File: src/rtl/full_stage_seq.sv
// full_stage_seq: loads the tap memory once, then double-buffers input
// vectors and replays each buffered vector P times to the MAC lanes, with
// forward or transposed (error) tap addressing chosen per vector.

// One vector buffer bank: N_IN words, a full flag and the vector's mode.
module full_stage_seq_bank #(
  parameter int N_IN = 8,
  parameter int DW   = 32,
  parameter int IW   = 3
) (
  input  logic          clk,
  input  logic          reset,
  input  logic          wr_en,
  input  logic [IW-1:0] wr_idx,
  input  logic [DW-1:0] wr_data,
  input  logic          mode_we,
  input  logic          mode_in,
  input  logic          set_full,
  input  logic          clr_full,
  input  logic [IW-1:0] rd_idx,
  output logic [DW-1:0] rd_data,
  output logic          full,
  output logic          mode
);

  logic [N_IN-1:0][DW-1:0] mem;

  // Vector words; contents are don't-care until the bank is marked full.
  always_ff @(posedge clk) begin
    if (wr_en) mem[wr_idx] <= wr_data;
  end

  // Full flag and per-vector mode. Set and clear never coincide on one
  // bank: set needs !full (fill side), clear needs full (drain side).
  always_ff @(posedge clk or posedge reset) begin
    if (reset) begin
      full <= 1'b0;
      mode <= 1'b0;
    end else begin
      if (set_full)      full <= 1'b1;
      else if (clr_full) full <= 1'b0;
      if (mode_we) mode <= mode_in;
    end
  end

  assign rd_data = mem[rd_idx];

endmodule

module full_stage_seq #(
  parameter int N_IN  = 8,
  parameter int N_OUT = 6,
  parameter int LANES = 2,
  parameter int DW    = 32,
  localparam int P  = N_OUT / LANES,
  localparam int NT = N_IN * N_OUT,
  localparam int TW = (NT > 1) ? $clog2(NT) : 1,
  localparam int RW = ((NT / LANES) > 1) ? $clog2(NT / LANES) : 1,
  localparam int IW = $clog2(N_IN),
  localparam int PW = (P > 1) ? $clog2(P) : 1
) (
  input  logic          clk,
  input  logic          reset,
  // tap load
  input  logic [DW-1:0] tap_in,
  input  logic          tap_in_vld,
  output logic          tap_in_rdy,
  output logic          tap_wr_en,
  output logic [TW-1:0] tap_wr_addr,
  output logic [DW-1:0] tap_wr_data,
  output logic          load_finish,
  // input vector stream
  input  logic [DW-1:0] stage_data,
  input  logic          stage_data_vld,
  input  logic          stage_data_fst,
  output logic          stage_data_rdy,
  input  logic          mode,
  // operand stream to MAC lanes
  output logic [DW-1:0] op_data,
  output logic [RW-1:0] op_tap_addr,
  output logic          op_vld,
  input  logic          op_rdy,
  output logic          op_first,
  output logic          op_last,
  output logic          op_mode,
  output logic          fst_err
);

  // ---------------------------------------------------------------- tap load
  typedef enum logic {S_LOAD, S_RUN} ld_state_t;

  ld_state_t     ld_state, ld_state_nxt;
  logic [TW-1:0] k, k_nxt;

  // Tap loader state and write counter.
  always_ff @(posedge clk or posedge reset) begin
    if (reset) begin
      ld_state <= S_LOAD;
      k        <= '0;
    end else begin
      ld_state <= ld_state_nxt;
      k        <= k_nxt;
    end
  end

  // Taps stream straight through to the tap memory; the last one flips
  // to RUN so load_finish comes up registered on the following cycle.
  always_comb begin
    ld_state_nxt = ld_state;
    k_nxt        = k;
    tap_in_rdy   = 1'b0;
    tap_wr_en    = 1'b0;
    load_finish  = 1'b0;
    case (ld_state)
      S_LOAD: begin
        tap_in_rdy = 1'b1;
        tap_wr_en  = tap_in_vld;
        if (tap_in_vld) begin
          if (k == TW'(NT - 1)) begin
            k_nxt        = '0;
            ld_state_nxt = S_RUN;
          end else begin
            k_nxt = k + TW'(1);
          end
        end
      end
      S_RUN:   load_finish = 1'b1;
      default: ld_state_nxt = S_LOAD;
    endcase
  end

  assign tap_wr_addr = k;
  assign tap_wr_data = tap_in;

  // -------------------------------------------------------------- fill side
  logic                wb, rb;
  logic [IW-1:0]       wi;
  logic [1:0]          full, bmode;
  logic [1:0][DW-1:0]  rd_data;
  logic                fill_acc, resync, wr_last;
  logic [IW-1:0]       wr_idx;

  assign stage_data_rdy = load_finish && !full[wb];
  assign fill_acc       = stage_data_vld && stage_data_rdy;
  // fst mid-vector restarts the vector: that word becomes word 0.
  assign resync         = stage_data_fst && (wi != '0);
  assign wr_idx         = resync ? '0 : wi;
  assign wr_last        = (wr_idx == IW'(N_IN - 1));

  // Fill index, write bank and resync pulse.
  always_ff @(posedge clk or posedge reset) begin
    if (reset) begin
      wi      <= '0;
      wb      <= 1'b0;
      fst_err <= 1'b0;
    end else begin
      fst_err <= fill_acc && resync;
      if (fill_acc) begin
        if (wr_last) begin
          wi <= '0;
          wb <= ~wb;
        end else begin
          wi <= wr_idx + IW'(1);
        end
      end
    end
  end

  // ------------------------------------------------------------- drain side
  logic [IW-1:0] j;
  logic [PW-1:0] p;
  logic          op_hs, j_last, p_last, drain_done;

  assign op_vld     = full[rb];
  assign op_hs      = op_vld && op_rdy;
  assign j_last     = (j == IW'(N_IN - 1));
  assign p_last     = (p == PW'(P - 1));
  assign drain_done = op_hs && j_last && p_last;

  // Word/pass counters walk p-major; the final handshake frees the bank.
  always_ff @(posedge clk or posedge reset) begin
    if (reset) begin
      j  <= '0;
      p  <= '0;
      rb <= 1'b0;
    end else if (op_hs) begin
      if (j_last) begin
        j <= '0;
        if (p_last) begin
          p  <= '0;
          rb <= ~rb;
        end else begin
          p <= p + PW'(1);
        end
      end else begin
        j <= j + IW'(1);
      end
    end
  end

  // --------------------------------------------------------------- banks
  for (genvar b = 0; b < 2; b++) begin : g_bank
    logic wsel, rsel;
    assign wsel = fill_acc && (wb == 1'(b));
    assign rsel = rb == 1'(b);

    full_stage_seq_bank #(
      .N_IN (N_IN),
      .DW   (DW),
      .IW   (IW)
    ) u_bank (
      .clk      (clk),
      .reset    (reset),
      .wr_en    (wsel),
      .wr_idx   (wr_idx),
      .wr_data  (stage_data),
      .mode_we  (wsel && (wr_idx == '0)),
      .mode_in  (mode),
      .set_full (wsel && wr_last),
      .clr_full (drain_done && rsel),
      .rd_idx   (j),
      .rd_data  (rd_data[b]),
      .full     (full[b]),
      .mode     (bmode[b])
    );
  end

  // Operand outputs; forced to zero whenever no vector is draining.
  always_comb begin
    op_data     = '0;
    op_tap_addr = '0;
    op_first    = 1'b0;
    op_last     = 1'b0;
    op_mode     = 1'b0;
    if (op_vld) begin
      op_data  = rd_data[rb];
      op_mode  = bmode[rb];
      op_first = (j == '0);
      op_last  = j_last;
      // Forward walks tap rows p*N_IN+j; error mode walks columns j*P+p.
      op_tap_addr = bmode[rb] ? RW'(int'(j) * P + int'(p))
                              : RW'(int'(p) * N_IN + int'(j));
    end
  end

endmodule

File: config.mk
export PLATFORM = sky130hd
export DESIGN_NAME = full_stage_seq
export DESIGN_NICKNAME = d
export VERILOG_FILES = /design/src/rtl/full_stage_seq.sv
export SDC_FILE = /design/constraint.sdc
export NUM_CORES = 1
export LEC_CHECK = 0
export BUFFER_PORTS_ARGS = -buffer_cell sky130_fd_sc_hd__buf_2
export CAP_MARGIN = 5
export CELL_PAD_IN_SITES_DETAIL_PLACEMENT = 0
export CELL_PAD_IN_SITES_GLOBAL_PLACEMENT = 2
export CORE_MARGIN = 10
export CORE_UTILIZATION = 42
export DETAILED_ROUTE_END_ITERATION = 7
export HOLD_SLACK_MARGIN = 0.06
export PLACE_DENSITY = 0.86
export SYNTH_ARGS = -nofsm -noshare
export SYNTH_HDL_FRONTEND = slang
export SYNTH_SLANG_ARGS = --single-unit
export TNS_END_PERCENT = 10
File: constraint.sdc
create_clock -name clk -period 4.4 [get_ports clk]
set_input_delay 0.66 -clock clk [delete_from_list [all_inputs] [get_ports clk]]
set_output_delay 0.66 -clock clk [all_outputs]
set_load 0.05 [all_outputs]
==> impl_metrics.yaml <==
logic_synthesis:
  syn_inst: 1106
  synth_ff_type: "edfxtp_1"
  mappedNetlistNets: 1191
  ys_warn_count: 0
  synthesis.area_mm2: 0.0212
  synth.distinct_cells: 45
  syn_avg_cell_area_um2: 19.2
  ys_ff_latch: 534
  async_flop_share: 0.0412
  ys_seq_area_frac: 0.750
  synth_enable_flop_cells: 512
routing:
  routed_wl_um: 46500
  via_per_inst: 5.56
  drc_errors: 0
  drtIter0Drc: 892
  wl_per_cell_um: 24.4
  dr.pass1.iters: 5
  ant_nets: 0
  vias: 10600
die:
  row_count: 82
  initial_core_util: 0.424
  dieWidth_um: 245
  die_h_um: 245
  boundaryPins: 155
  core_mm2: 0.0501
  die-area_mm2: 0.0599
clock_network:
  ctsResizeCount: 0
  cts_setup_buffers: 0
  clk_latency_ps: 590
  ctsLongestPathBuffers: 3
  cts_hold_buffers: 0
  htreeDepth: 2
  cts.sinks: 534
  cts_buffers: 51
  clk_pin_slew_ps: 60
  cts_root_buf: "clkbuf_16"
  cts_tree: "yes"
grt:
  grt_overflow_total: 0
  grt_pass1_wl_um: 70300
  grt_max_degree: 61
  grt.total_usage: 0.156
  grt_pass1_vias: 10900
  antenna_found_initial: 2
critical_path:
  crit_arrival_ps: 3210
  worstSetupPathType: "flop to output port"
  crit_fanout: 44
  end_kind: "output port"
  worstPathRequired_ps: 3740
  critPathLaunchType: "flop"
timing:
  min_period_over_period: 0.879
  slew_headroom: 0.349
  setup_viol: 0
  setup_ws_ps: 532
  worstMarginPinSlew_ps: 975
  fmaxAchievable_mhz: 259
  rsz0062_at_grt: "false"
  fin_crit_ps: 3870
  worst_clock_skew_ps: 16.8
  final-max-slew-violation-count: 0
  timing.final.hold_violations: 0
  holdWs_ps: 255
final_layout:
  fillCellCount: 4155
  antenna_cells: 0
  layout.nets: 1280
  final_common_cell: "edfxtp_1"
  final_cell_mix: "edfxtp_1 (512), nand2_1 (107), mux4_2 (97)"
  syn_to_final_growth_pct: 13.4
  layout-drive-gt1-share: 0.266
hold_path:
  hp-class: "input pin to async pin"
power_and_ir_drop:
  power_density_mw_per_mm2: 552
  ir_drop_uv: 321
  power_leakage_uw: 0.00785
placement:
  portBuffers: 90
  routabilityCongestion: 0.724
  dp_slack_ps: 1130
  hpwl_um: 25800
outcome:
  run_status: "finished clean"
run:
  maxCapViolCount: 0
==> cell families (layout without fill, tap and decap cells) <==
group	count (synthesis)	after routing	synth area share
mux	172	172	0.139
xor+xnor	6	6	0.00247
fa+ha+maj	14	14	0.00896
compound gates	78	78	0.0291
flops	534	534	0.750
buf+inv	102	231	0.0263
simple gates	200	200	0.0444
==> report_power, final <==
group          switching [µW]  total (µW)  internal (µW)
Sequential                189        6040           5850
Clock                    1790        4270           2480
Combinational            1810        2980           1170
Total                    3790       13300           9510
==> cell usage after synthesis, drive strengths merged, types with 2 or more instances <==
library cell / count / area share
mux2i: 67 / 0.032
edfxtp: 512 / 0.72
nand2b: 5 / 0.0015
and2: 4 / 0.0012
mux2: 8 / 0.0042
and3: 2 / 0.00059
nand4: 33 / 0.0097
fa: 2 / 0.0019
nor3: 8 / 0.0019
clkbuf: 30 / 0.0053
buf: 61 / 0.019
o21ai: 5 / 0.0012
nand2: 107 / 0.019
xnor2: 5 / 0.0021
nor2b: 3 / 0.00088
o211ai: 31 / 0.011
nor4: 4 / 0.0012
a211oi: 2 / 0.00071
a21o: 3 / 0.0011
mux4: 97 / 0.10
nor3b: 2 / 0.00071
dfrtp: 22 / 0.026
nand3: 3 / 0.0013
nor2: 24 / 0.0046
a32oi: 31 / 0.013
ha: 12 / 0.0071
inv: 10 / 0.0018
==> sequential cells by signal, indices dropped and copies added (netlist names), 2 cells and up <==
register,count
g_bank.u_bank.full,2
g_bank.u_bank.mem,512
g_bank.u_bank.mode,2
j,3
p,2
tap_wr_addr,6
wi,3
==> through the flow <==
stage               power, µW  instance area, µm²  utilization  instances  TNS, ps
floorplan                8410               21200            -       1106   -59110
global placement         9140               22400        0.448       1814        0
detailed placement       9190               22400        0.448       1814        0
CTS                     13400               24100        0.481       1907        0
global route            13900               24100        0.481       1907        0
finish                  13300               24100        0.481       1907        0
==> cell type report <==
class                   instances  area [µm²]  share of cell area
multi-input cells             470        4880               0.203
flip-flops and latches        534       15900               0.662
inverters                      11        42.5             0.00177
repair buffers                127         741              0.0308
clock inverters                31         323              0.0134
well taps                     672         841              0.0349
clock buffers                  62        1320              0.0547
==> path summary, 6_finish.rpt <==
kind                                start                        to  slack (ps)  depth (start not counted)
max                                  j[1]                op_data[5]         530                          5
max in group asynchronous           reset                      j[0]        3510                          2
min                                 reset     g_bank[1].u_bank.mode         250                          2
min reg2reg                tap_wr_addr[2]            tap_wr_addr[2]         510                          1
max reg2reg                            wb  g_bank[0].u_bank.mem[17]        1330                          4
min in group clk                     mode     g_bank[1].u_bank.mode         330                          2
==> metal layers <==
metal	part of all wire	up-vias	track usage	wire length (µm)
met3	0.068	70	0.0267	3150
met5	0.00045	-	0	21
met2	0.51	363	0.268	23700
li1	-	4646	-	-
met4	0.024	4	0.0511	1110
met1	0.40	5520	0.197	18500
==> critical path, cell delays in order (launching register included) <==
cell and delay (ps):
dfrtp_4 750, buf_4 660, mux4_2 330, a32oi_1 50, o211ai_1 460, buf_2 360
Note: power is estimated with default switching activity, not from simulation.
